$ cat src/rtl/cmp_sweep_driver_pkg.sv
// Shared definitions for the comparator sweep driver.
//  - state_t : FSM encodings (IDLE/RUN/DRAIN/DONE)
//  - MODE_*  : reference-model selection
//  - LAT_MAX : largest supported comparator latency
package cmp_sweep_driver_pkg;

  typedef enum logic [1:0] {
    IDLE  = 2'd0,
    RUN   = 2'd1,
    DRAIN = 2'd2,
    DONE  = 2'd3
  } state_t;

  localparam int MODE_UNSIGNED = 0;
  localparam int MODE_SIGNED   = 1;
  localparam int LAT_MAX       = 8;

endpackage

$ cat src/rtl/cmp_delay_line.sv
// Fixed-latency delay line for sweep scoreboard entries.
//  Ports:
//   clk    in  clock
//   reset  in  synchronous active-high reset; clears the valid bits only
//   din    in  W bits, {valid, payload}; pushed every cycle
//   dout   out W bits, entry pushed DEPTH cycles earlier
module cmp_delay_line #(
  parameter int DEPTH = 1,
  parameter int W     = 10
) (
  input  logic         clk,
  input  logic         reset,
  input  logic [W-1:0] din,
  output logic [W-1:0] dout
);

  logic [DEPTH-1:0]          vld_pipe;
  logic [DEPTH-1:0]          vld_nxt;
  logic [DEPTH-1:0][W-2:0]   dat_pipe;
  logic [DEPTH-1:0][W-2:0]   dat_nxt;

  always_comb begin
    vld_nxt    = vld_pipe;
    dat_nxt    = dat_pipe;
    vld_nxt[0] = din[W-1];
    dat_nxt[0] = din[W-2:0];
    for (int i = 1; i < DEPTH; i++) begin
      vld_nxt[i] = vld_pipe[i-1];
      dat_nxt[i] = dat_pipe[i-1];
    end
  end

  // Payload needs no reset: a cleared valid bit masks whatever it carries.
  always_ff @(posedge clk) begin
    if (reset) vld_pipe <= '0;
    else       vld_pipe <= vld_nxt;
    dat_pipe <= dat_nxt;
  end

  assign dout = {vld_pipe[DEPTH-1], dat_pipe[DEPTH-1]};

endmodule

$ cat src/rtl/cmp_sweep_driver.sv
// Exhaustive sweep driver for an a<b comparator.
//  On start, walks every (a,b) pair (a outer, b inner), one per clock, and
//  checks the comparator result c, returned LAT cycles later, against a
//  signed or unsigned reference model.
//  Ports:
//   clk, reset           clock, synchronous active-high reset
//   start                1-cycle pulse, honoured in IDLE or DONE
//   a, b                 operands driven to the comparator
//   c                    comparator result for the pair driven LAT cycles ago
//   busy, done           RUN/DRAIN, DONE status
//   hit_count            number of sampled c==1
//   err_count            number of samples where c differs from the model
//   first_err_a/b        operands of the first mismatch of the run (0 if none)
//  LAT must be within 1..LAT_MAX.
module cmp_sweep_driver
  import cmp_sweep_driver_pkg::*;
#(
  parameter int WIDTH = 4,
  parameter int LAT   = 1,
  parameter int MODE  = 1
) (
  input  logic               clk,
  input  logic               reset,
  input  logic               start,
  output logic [WIDTH-1:0]   a,
  output logic [WIDTH-1:0]   b,
  input  logic               c,
  output logic               busy,
  output logic               done,
  output logic [2*WIDTH:0]   hit_count,
  output logic [2*WIDTH:0]   err_count,
  output logic [WIDTH-1:0]   first_err_a,
  output logic [WIDTH-1:0]   first_err_b
);

  localparam int CW = 2*WIDTH + 1;
  localparam int EW = 2*WIDTH + 2;

  state_t         state;
  logic           err_seen;
  logic [3:0]     drain_cnt;
  logic           exp_lt;
  logic           last_pair;
  logic [EW-1:0]  dl_in;
  logic [EW-1:0]  dl_out;
  logic           s_vld;
  logic           s_exp;
  logic [WIDTH-1:0] s_a;
  logic [WIDTH-1:0] s_b;

  // Reference model on the pair being driven this cycle.
  always_comb begin
    if (MODE == MODE_SIGNED) exp_lt = $signed(a) < $signed(b);
    else                     exp_lt = a < b;
  end

  assign last_pair = (a == '1) && (b == '1);

  // Only RUN cycles carry a real pair; everything else is pushed as a bubble.
  assign dl_in = {(state == RUN), exp_lt, a, b};

  cmp_delay_line #(
    .DEPTH (LAT),
    .W     (EW)
  ) u_dl (
    .clk   (clk),
    .reset (reset),
    .din   (dl_in),
    .dout  (dl_out)
  );

  assign {s_vld, s_exp, s_a, s_b} = dl_out;

  always_ff @(posedge clk) begin
    if (reset) begin
      state       <= IDLE;
      a           <= '0;
      b           <= '0;
      busy        <= 1'b0;
      done        <= 1'b0;
      hit_count   <= '0;
      err_count   <= '0;
      first_err_a <= '0;
      first_err_b <= '0;
      err_seen    <= 1'b0;
      drain_cnt   <= '0;
    end else begin
      case (state)
        IDLE, DONE: begin
          if (start) begin
            state       <= RUN;
            busy        <= 1'b1;
            done        <= 1'b0;
            a           <= '0;
            b           <= '0;
            hit_count   <= '0;
            err_count   <= '0;
            first_err_a <= '0;
            first_err_b <= '0;
            err_seen    <= 1'b0;
          end
        end
        RUN: begin
          // Operands stay on the last pair through DRAIN and DONE.
          if (last_pair) begin
            state     <= DRAIN;
            drain_cnt <= '0;
          end else begin
            b <= b + 1'b1;
            if (b == '1) a <= a + 1'b1;
          end
        end
        DRAIN: begin
          // LAT+1 drain cycles: the last real entry is sampled on the
          // LAT-th, DONE registers on the following edge.
          if (drain_cnt == 4'(LAT)) begin
            state <= DONE;
            busy  <= 1'b0;
            done  <= 1'b1;
          end else begin
            drain_cnt <= drain_cnt + 1'b1;
          end
        end
        default: state <= IDLE;
      endcase

      // Result sampling; the cases above never touch the accumulators in
      // RUN/DRAIN, so there is no conflict with the start-time clear.
      if ((state == RUN || state == DRAIN) && s_vld) begin
        if (c) hit_count <= hit_count + CW'(1);
        if (c != s_exp) begin
          err_count <= err_count + CW'(1);
          if (!err_seen) begin
            err_seen    <= 1'b1;
            first_err_a <= s_a;
            first_err_b <= s_b;
          end
        end
      end
    end
  end

endmodule

$ cat config.mk
export PLATFORM = sky130hd
export DESIGN_NAME = cmp_sweep_driver
export DESIGN_NICKNAME = d
export VERILOG_FILES = /design/src/rtl/cmp_sweep_driver_pkg.sv /design/src/rtl/cmp_delay_line.sv /design/src/rtl/cmp_sweep_driver.sv
export SDC_FILE = /design/constraint.sdc
export NUM_CORES = 1
export LEC_CHECK = 0
export ABC_AREA = 1
export CELL_PAD_IN_SITES_DETAIL_PLACEMENT = 2
export CELL_PAD_IN_SITES_GLOBAL_PLACEMENT = 2
export CORE_ASPECT_RATIO = 0.8
export CORE_MARGIN = 2
export CORE_UTILIZATION = 30
export DETAILED_ROUTE_END_ITERATION = 10
export GPL_TIMING_DRIVEN = 0
export PLACE_DENSITY = 0.91
export SYNTH_ARGS = -nofsm -noshare
export SYNTH_HDL_FRONTEND = slang
export SYNTH_SLANG_ARGS = --single-unit
$ cat constraint.sdc
create_clock -name clk -period 2.1 [get_ports clk]
set_clock_uncertainty 0.2 [all_clocks]
set_input_delay 0.525 -clock clk [delete_from_list [all_inputs] [get_ports clk]]
set_output_delay 0.525 -clock clk [all_outputs]
set_load 0.05 [all_outputs]
==> results of run 1 <==
==> report_power, final <==
group	switching (uW)	total (uW)	internal, uW	leakage [uW]
combinational	1120	1650	524	0.000938
clock	364	838	474	0.0000681
sequential	144	1300	1150	0.000431
total	1630	3780	2150	0.00144
==> flip-flops by register name, summed over array words and instances, names as in the netlist, 4 cells and up <==
name,flops
err_count,9
hit_count,9
u_dl.dat_pipe,9
a,4
b,4
drain_cnt,4
first_err_a,4
first_err_b,4
==> through the flow <==
step	utilization [%]	worst slack, ns	hold WS (ns)	cells	setup TNS, ns
after global placement	37.0	-0.441	0.212	505	-5.67
after detailed placement	37.0	-0.511	0.219	505	-7.29
after floorplan	-	0.253	0.177	354	0
after CTS	38.6	0.00421	0.233	516	0
after global routing	39.0	0.00306	0.246	519	0
final	39.0	0.0585	0.222	519	0
==> placed cells by master (no fill, tap or decap), drive strengths merged, types with 3 or more instances in the layout <==
cell type	instances
nand2	79
nand3	24
clkbuf	9
xnor2	4
nor2	59
xor2	4
inv	37
nor3	3
a211oi	3
clkdlybuf4s15	7
dlygate4sd2	27
ha	12
clkdlybuf4s50	3
o21ai	24
a21oi	23
buf	20
dfxtp	53
==> routing by layer <==
metal	wire length (um)	track usage (%)
met2	4430	35.6
met4	39	3.38
met3	176	3.07
met5	0	0
met1	3770	23.5
==> worst paths after layout <==
| kind | slack, ns | endpoint | start |
|---|---|---|---|
| hold reg to reg | 0.22 | u_dl.dat_pipe[4] | a[0] |
| setup reg to reg | 0.13 | err_count[5] | state[0] |
| hold / removal | 0.22 | u_dl.dat_pipe[4] | a[0] |
| setup / recovery | 0.06 | hit_count[0] | hit_count[0] |
==> final cells by class <==
type | count | area (sq um) | share of cell area, %
flip-flops and latches | 53 | 1060 | 32.4
clock buffers | 5 | 68.8 | 2.10
repair buffers | 45 | 402 | 12.2
well taps | 112 | 140 | 4.27
plain buffers | 16 | 113 | 3.43
multi-input cells | 247 | 1280 | 39.1
inverters | 38 | 146 | 4.46
clock inverters | 3 | 65.1 | 1.98
==> cell families after synthesis <==
group                    synth area share (%)
AND/OR/NAND/NOR                          28.3
adder cells (fa/ha/maj)                  5.83
XOR/XNOR                                 2.72
AO/OA/AOI/OAI                            12.1
buffers and inverters                    9.85
flip-flops                               41.2
==> repair_timing <==
item | CTS | global route
hold endpoints to repair | 0 | 0
buffers inserted | 3 | 3
setup endpoints to repair | 52 | 18
resized for setup | 53 | 9
pin swaps | 1 | 2
==> metrics.md, run 1 <==
| Metric | Value |
|---|---|
| Core area | `8410 sq um` |
| # rows | `30` |
| Vias/cell | `4.82` |
| Global-route wire length before repair | `13900 um` |
| Cell with the most instances after synthesis | `nand2_1` |
| Total iterations of the first detailed-routing run | `4` |
| Max transition margin | `63.1%` |
| Fill count | `1018` |
| PortBufs | `39` |
| Mapped cell area | `2580 sq um` |
| EDFF count, synth | `0` |
| Register area share after synthesis | `41.2%` |
| Worst EP arrival | `1.32 ns` |
| Cell type with the largest total area after synthesis | `dfxtp_1` |
| Crit Path Max Fanout | `4` |
| Pwr Total | `3780 uW` |
| PD cells | `1150 nW/um^2` |
| Post-synth top area share | `41.2%` |
| Height of the die | `86.9 um` |
| Element type at the critical path start | `register` |
| HPWL Detailed | `6130 um` |
| Placer Congestion | `0.782` |
| DR vias | `2500` |
| Unrepaired setup endpoints after global routing | `no` |
| Synth top cells by count | `72 x nand2_1, 56 x nor2_1, 53 x dfxtp_1, 35 x inv_1` |
| CTS Hold Buffers Added | `0` |
| Gate count after technology mapping | `354` |
| Final hold violations | `0` |
| Skew-Pair Late Insertion Delay | `0.31 ns` |
| Slew Limit Fails | `0` |
| Yosys reg bits | `53` |
| Root Driver | `clkbuf_8` |
| Leakage | `0.00144 uW` |
| Unique masters post-synth | `33` |
| Starting density of the core | `30.7%` |
| Crit path max-delay cell type | `dlygate4sd2_1` |
| Worst-margin pin slew | `0.554 ns` |
| Final period util | `97.2%` |
| DR WL/cell | `16.2 um` |
| Placed Area | `3110 sq um` |
| Cell count along the critical path | `1` |
| Ant diodes | `0` |
| CP top delay family | `buffers and inverters` |
| Iteration-0 DRC Markers | `104` |
| Gr ovfl total | `0` |
| Synth Warn # | `0` |
| Net count, final | `422` |
| Initial antenna violation count | `0` |
| Number of routed nets with antenna violations | `0` |
| Worst vdd ir | `0.484 mV` |
| Clock Sinks | `53` |
| Clock tree from TritonCTS | `built` |
| Top post-synthesis cells by area | `dfxtp_1 41%, nand2_1 10%, nor2_1 8.2%, ha_1 5.8%, inv_1 5.1%` |
| Design area | `3280 sq um` |
| I/O Pins | `40` |
| Max frequency | `490 MHz` |
| WL final | `8410 um` |
| Number of setup violations in the final report | `0` |
| Kind of critical path | `reg -> out` |
| Outcome | `finished, final reports clean` |
| Largest net degree at the start of global routing | `17` |
| Asr flop ratio synth | `0%` |
| # Max-Cap Violations | `0` |
| Worst Hold Class | `reg -> reg` |
| Area growth from synthesis to layout | `27.3%` |
| Die width | `108 um` |
| Die area | `9350 sq um` |
| Vias in the first global route | `2790` |
| Buffers & Inverters on Critical Path | `1` |
| Cts bufs inserted | `5` |
| Crit path cell chain | `dlygate4sd2_1` |
| CTS Buffer Depth | `2` |
| Synthesized area per cell | `7.28 sq um` |
| Ys flop type | `dfxtp_1` |
| DRC | `0` |
| Crit path required time | `1.37 ns` |
| CP peak stage delay | `0.56 ns` |
| H-tree depth | `2` |
| Worst reg2reg path depth | `10` |
| Critical path endpoint category | `output port` |
| Share of layout cells above drive strength 1 | `14.3%` |
| Final min period | `2.04 ns` |
| Hold Path Depth | `0` |
| Syn Nets | `370` |
| Clock Pin Slew Worst Setup and Hold Paths | `0.10 ns` |
| GRT Overall Usage | `19.1%` |
No activity file was read; power rests on OpenSTA's default activity.
==> inputs of run 2 (changes only) <==
- clock period: 2.1 -> 1.9 ns (I/O delays scaled with it)
==> run 2 against run 1 <==
Effect of this change:
- clock-buffer cell count unchanged
- non-clock buffer count increased by 6
- sequential share of layout area decreased by 0.93 points
- final cell count increased by 1.3%
- cell area increased by 3.5%
- combinational power increased by 27%
- wire length increased by 9.1%
- hold slack about the same
- setup slack got worse by 0.013 ns
- sequential power increased by 12%
- clock power increased by 11%
- critical endpoint is now first_err_b[2]
==> metrics.md, run 2 (synthesis gave the netlist of run 1 again) <==
| Metric | Value |
|---|---|
| H-tree depth | `2` |
| Vias/cell | `4.92` |
| Starting density of the core | `30.7%` |
| Placer Congestion | `0.782` |
| Number of setup violations in the final report | `0` |
| Final cell count without fillers | `526` |
| Outcome | `finished, final reports clean` |
| Leakage | `0.00141 uW` |
| Max transition margin | `67.4%` |
| Commonest non-fill, non-tap cell in the layout | `nand2_1` |
| Worst EP arrival | `1.18 ns` |
| Final TNS setup | `0 ns` |
| Final Core Density | `40.4%` |
| PortBufs | `39` |
| Sw Pwr | `1970 uW` |
| Number of routed nets with antenna violations | `0` |
| CTS Buffer Depth | `2` |
| HPWL Detailed | `6130 um` |
| Final period util | `97.6%` |
| Sequential share of power | `32.4%` |
| PD cells | `1320 nW/um^2` |
| Global-route wire length before repair | `14200 um` |
| Buffers & Inverters on Critical Path | `1` |
| Hold_ws | `0.223 ns` |
| Die area | `9350 sq um` |
| Vias in the first global route | `2847` |
| Skew-Pair Late Insertion Delay | `0.31 ns` |
| Gate power share | `46.8%` |
| Critical path endpoint category | `output port` |
| Root Driver | `clkbuf_8` |
| Power Internal | `2500 uW` |
| Cts bufs inserted | `5` |
| Final hold violations | `0` |
| CTS Hold Buffers Added | `0` |
| WL final | `9170 um` |
| Worst r2r src | `state[1]` |
| CP top delay family | `buffers and inverters` |
| Commonest non-fill, non-tap cells in the layout | `70 x nand2_1, 54 x nor2_1, 45 x dfxtp_1` |
| Net count, final | `429` |
| Sw Ratio | `44.1%` |
| Clock network power share | `20.7%` |
| Ant diodes | `0` |
| Slew Limit Fails | `0` |
| DRC | `0` |
| Post-Place Worst Slack | `-0.661 ns` |
| HP Start | `b[1]` |
| Largest net degree at the start of global routing | `17` |
| Cells after DPL | `505` |
| Crit path required time | `1.22 ns` |
| CP peak stage delay | `0.51 ns` |
| Height of the die | `86.9 um` |
| Area growth from synthesis to layout | `31.8%` |
| Iteration-0 DRC Markers | `106` |
| Kind of critical path | `reg -> out` |
| Crit Path Max Fanout | `2` |
| Top flop regs | `err_count x9, hit_count x9, u_dl.dat_pipe x9` |
| Gr ovfl total | `0` |
| Clock tree from TritonCTS | `built` |
| Element type at the critical path start | `register` |
| Crit path max-delay cell type | `clkdlybuf4s15_1` |
| Final min period | `1.85 ns` |
| Total iterations of the first detailed-routing run | `4` |
| DR WL/cell | `17.4 um` |
| Core area | `8410 sq um` |
| GRT Overall Usage | `19.4%` |
| # Max-Cap Violations | `0` |
| Fin worst setup slack | `0.0459 ns` |
| Max frequency | `539 MHz` |
| Worst vdd ir | `0.522 mV` |
| CP Launch Point | `first_err_b[2]` |
| Crit path cell chain | `clkdlybuf4s15_1` |
| Worst Hold Class | `reg -> reg` |
| Clock Pin Slew Worst Setup and Hold Paths | `0.10 ns` |
| Worst-margin pin slew | `0.492 ns` |
| Clock Sinks | `53` |
| Share of layout cells above drive strength 1 | `24.2%` |
| I/O Pins | `40` |
| DR vias | `2590` |
| Initial antenna violation count | `0` |
| # rows | `30` |
| Die width | `108 um` |
[run 2: worst register-to-register path: stages (launching register included)]
cell,delay (ns)
dfxtp_2,0.39
inv_1,0.08
ha_1,0.17
buf_4,0.17
nand2_1,0.16
nand2_1,0.19
a21oi_4,0.22
nand2_1,0.09
a21oi_1,0.12
[run 2: worst paths after layout]
check             slack [ns]                to  cells past startpoint
setup / recovery        0.05    first_err_b[2]                      1
hold / removal          0.22  u_dl.dat_pipe[1]                      0
setup reg to reg        0.05      drain_cnt[2]                      8
hold reg to reg         0.22  u_dl.dat_pipe[1]                      0
[run 2: final cells by class]
cell class	instances	area, sq um
inverter	38	149
clock inverter	3	65.1
timing repair buffer	51	449
buffer	16	125
fill	995	5010
sequential	53	1070
multi-input combinational	248	1330
tap	112	140
clock buffer	5	68.8
[run 2: power groups by stage]
| stage | clock, uW | sequential, uW | combinational, uW |
|---|---|---|---|
| after floorplan | 0 | 1500 | 1150 |
| after detailed placement | 0 | 1450 | 1760 |
| after CTS | 950 | 1450 | 1880 |
| after global routing | 983 | 1480 | 2300 |
| after global placement | 0 | 1440 | 1630 |
| final | 928 | 1450 | 2090 |
[run 2: routing by layer]
layer  wire length [um]  share of wire [%]  vias up  GRT usage, %
met5                  0                  0        -             0
met4                 53               0.58        0          3.26
met2               4790                 52       60          37.2
met1               4030                 44     1279          23.2
met3                304                3.3        9          3.14
li1                   -                  -     1242             -
[run 2: what timing repair did]
action,CTS,global route
resized for setup,114,42
cloned,0,2
pin swaps,3,5
endpoints found under the hold margin,0,0
endpoints found under the setup margin,75,49
setup buffers,7,4
[run 2: through the flow]
stage          power [uW]  area, sq um
2_1_floorplan        2650         2580
3_3_place_gp         3070         3110
3_5_place_dp         3210         3110
4_1_cts              4280         3310
5_1_grt              4750         3400
6_report             4470         3400
==> inputs of run 3 (changes only) <==
- CORE_UTILIZATION: 30 -> 27
- PLACE_DENSITY: 0.91 -> 0.87
- clock period: 1.9 -> 1.64 ns (I/O delays scaled with it)
==> run 3 against run 2 <==
Effect of this change:
- the flow now finishes with violations (DRC, setup timing)
- register-to-register slack got worse by 0.29 ns
- setup slack got worse by 0.29 ns
- critical path type is now reg -> reg
- clock-buffer cell count unchanged
- wire length increased by 32%
- first-iteration DRC count decreased by 25%
- sequential cell count unchanged
==> metrics.md, run 3 (synthesis gave the netlist of run 1 again) <==
| Metric | Value |
|---|---|
| Largest net degree at the start of global routing | `17` |
| Crit path max-delay cell type | `dfxtp_2` |
| Final TNS setup | `-6.06 ns` |
| CTS Buffer Depth | `2` |
| HPWL Detailed | `6000 um` |
| Fin worst setup slack | `-0.244 ns` |
| Pwr Total | `6870 uW` |
| Hold Path Depth | `0` |
| Ant diodes | `0` |
| Met1 WL | `4920 um` |
| Global-route wire length before repair | `16500 um` |
| Element type at the critical path start | `register` |
| Worst-margin pin slew | `0.352 ns` |
| Worst EP arrival | `1.87 ns` |
| Clock tree from TritonCTS | `built` |
| Worst reg2reg path depth | `10` |
| Initial antenna violation count | `0` |
| Hold_ws | `0.213 ns` |
| HP Start | `b[1]` |
| Iteration-0 DRC Markers | `80` |
| Commonest non-fill, non-tap cell in the layout | `nand2_1` |
| Worst Hold End | `u_dl.dat_pipe[1]` |
| Total iterations of the first detailed-routing run | `7` |
| Gr ovfl total | `0` |
| Height of the die | `91.4 um` |
| Kind of critical path | `reg -> reg` |
| Area growth from synthesis to layout | `61.4%` |
| WL final | `12100 um` |
| # rows | `31` |
| Worst R2R Setup Slack | `-0.24 ns` |
| CP dominant cell by count | `nor2_4` |
| PD cells | `1650 nW/um^2` |
| Worst vdd ir | `0.811 mV` |
| Root Driver | `clkbuf_16` |
| Starting density of the core | `28.2%` |
| Crit path required time | `1.63 ns` |
| Skew-Pair Late Insertion Delay | `0.30 ns` |
| # Max-Cap Violations | `0` |
| Number of setup violations in the final report | `42` |
| Clock Pin Slew Worst Setup and Hold Paths | `0.08 ns` |
| Die area | `10300 sq um` |
| Vias in the first global route | `3001` |
| Commonest non-fill, non-tap cells in the layout | `40 x nand2_1, 37 x dfxtp_1, 34 x nor2_1` |
| I/O Pins | `40` |
| PortBufs | `39` |
| GRT Overall Usage | `20.5%` |
| CP peak stage delay | `0.35 ns` |
| Net count, final | `447` |
| DR top layer | `met4` |
| DR vias | `2768` |
| CP top delay family | `simple AND/OR/NAND/NOR gates` |
| Final cell count without fillers | `547` |
| FF-to-FF End | `hit_count[8]` |
| Clock Sinks | `53` |
| Critical path endpoint category | `register` |
| Cts bufs inserted | `5` |
| Vias/cell | `5.06` |
| Final min period | `1.88 ns` |
| DR WL/cell | `22.2 um` |
| Max transition margin | `76.5%` |
| Worst Hold Class | `reg -> reg` |
| Die width | `113 um` |
| Number of routed nets with antenna violations | `0` |
| Share of layout cells above drive strength 1 | `53.5%` |
| Failing checks | `DRC, setup timing` |
| Area of the multi-input gates | `1820 sq um` |
| Max frequency | `531 MHz` |
| DRC | `5` |
| Post-Place Worst Slack | `-0.846 ns` |
| Final hold violations | `0` |
| H-tree depth | `2` |
| CTS Hold Buffers Added | `0` |
| Core area | `9150 sq um` |
| Fill count | `1006` |
| DR WL met3 | `397 um` |
| Slew Limit Fails | `0` |
| Leakage | `0.00169 uW` |
| Worst r2r src | `state[0]` |
| Outcome | `complete, but fails checks` |
| Final period util | `115%` |
| Buffers & Inverters on Critical Path | `3` |
| Crit path cell chain | `inv_2, ha_4, inv_4, nand2_4, nor2_4, clkinv_4, nor2_4, nand3_2, nand2_1, nor2_1` |
| Met2 WL post-DR | `6480 um` |
| Placer Congestion | `0.755` |
| FF/Latch Area | `1100 sq um` |
| Unrepaired setup endpoints after global routing | `yes` |
| Cells after DPL | `508` |
| Crit Path Max Fanout | `5` |
| Top flop regs | `err_count x9, hit_count x9, u_dl.dat_pipe x9` |
[run 3: repair_timing]
| item | in CTS | in global routing |
|---|---|---|
| cloned | 1 | 0 |
| endpoints found under the hold margin | 0 | 0 |
| setup endpoints to repair | 80 | 61 |
| pin swaps | 21 | 27 |
| buffers inserted | 15 | 15 |
| resized for setup | 289 | 130 |
[run 3: layout make-up]
class,count,area share [%]
timing repair buffer,70,14.3
clock buffer,5,3.01
multi-input combinational,247,43.7
tap,115,3.46
inverter,38,3.91
sequential,53,26.5
buffer,16,3.58
clock inverter,3,1.56
[run 3: worst max path at each step]
stage | startpoint | end | slack, ns | depth (start not counted)
after floorplan | hit_count[2] | hit_count[8] | -0.02 | 7
after global placement | reset | first_err_a[1] | -0.80 | 4
after detailed placement | reset | first_err_b[2] | -0.85 | 4
after CTS | state[0] | done | -0.12 | 8
after global routing | state[0] | hit_count[8] | -0.31 | 10
final | state[0] | hit_count[8] | -0.24 | 10
[run 3: metal layers]
layer,track usage (%),up-vias
met5,0,-
met2,37.7,68
met1,24.5,1385
li1,-,1287
met4,5.69,0
met3,3.54,28
[run 3: report_power, final]
part | switching (uW) | total (uW) | internal [uW]
Sequential | 233 | 1740 | 1510
Clock | 522 | 1400 | 874
Combinational | 2240 | 3730 | 1490
Total | 2990 | 6870 | 3870
[run 3: worst reg2reg max path, stage by stage (launching register included)]
cell and delay, ns:
dfxtp_2 0.35, inv_2 0.06, ha_4 0.28, inv_4 0.08, nand2_4 0.07, nor2_4 0.21
clkinv_4 0.14, nor2_4 0.15, nand3_2 0.09, nand2_1 0.09, nor2_1 0.05
[run 3: stage by stage]
step                util, %  instance area [sq um]
global route           45.4                   4160
CTS                    40.1                   3670
detailed placement     34.2                   3130
global placement       34.2                   3130
floorplan                 -                   2600
finish                 45.4                   4160
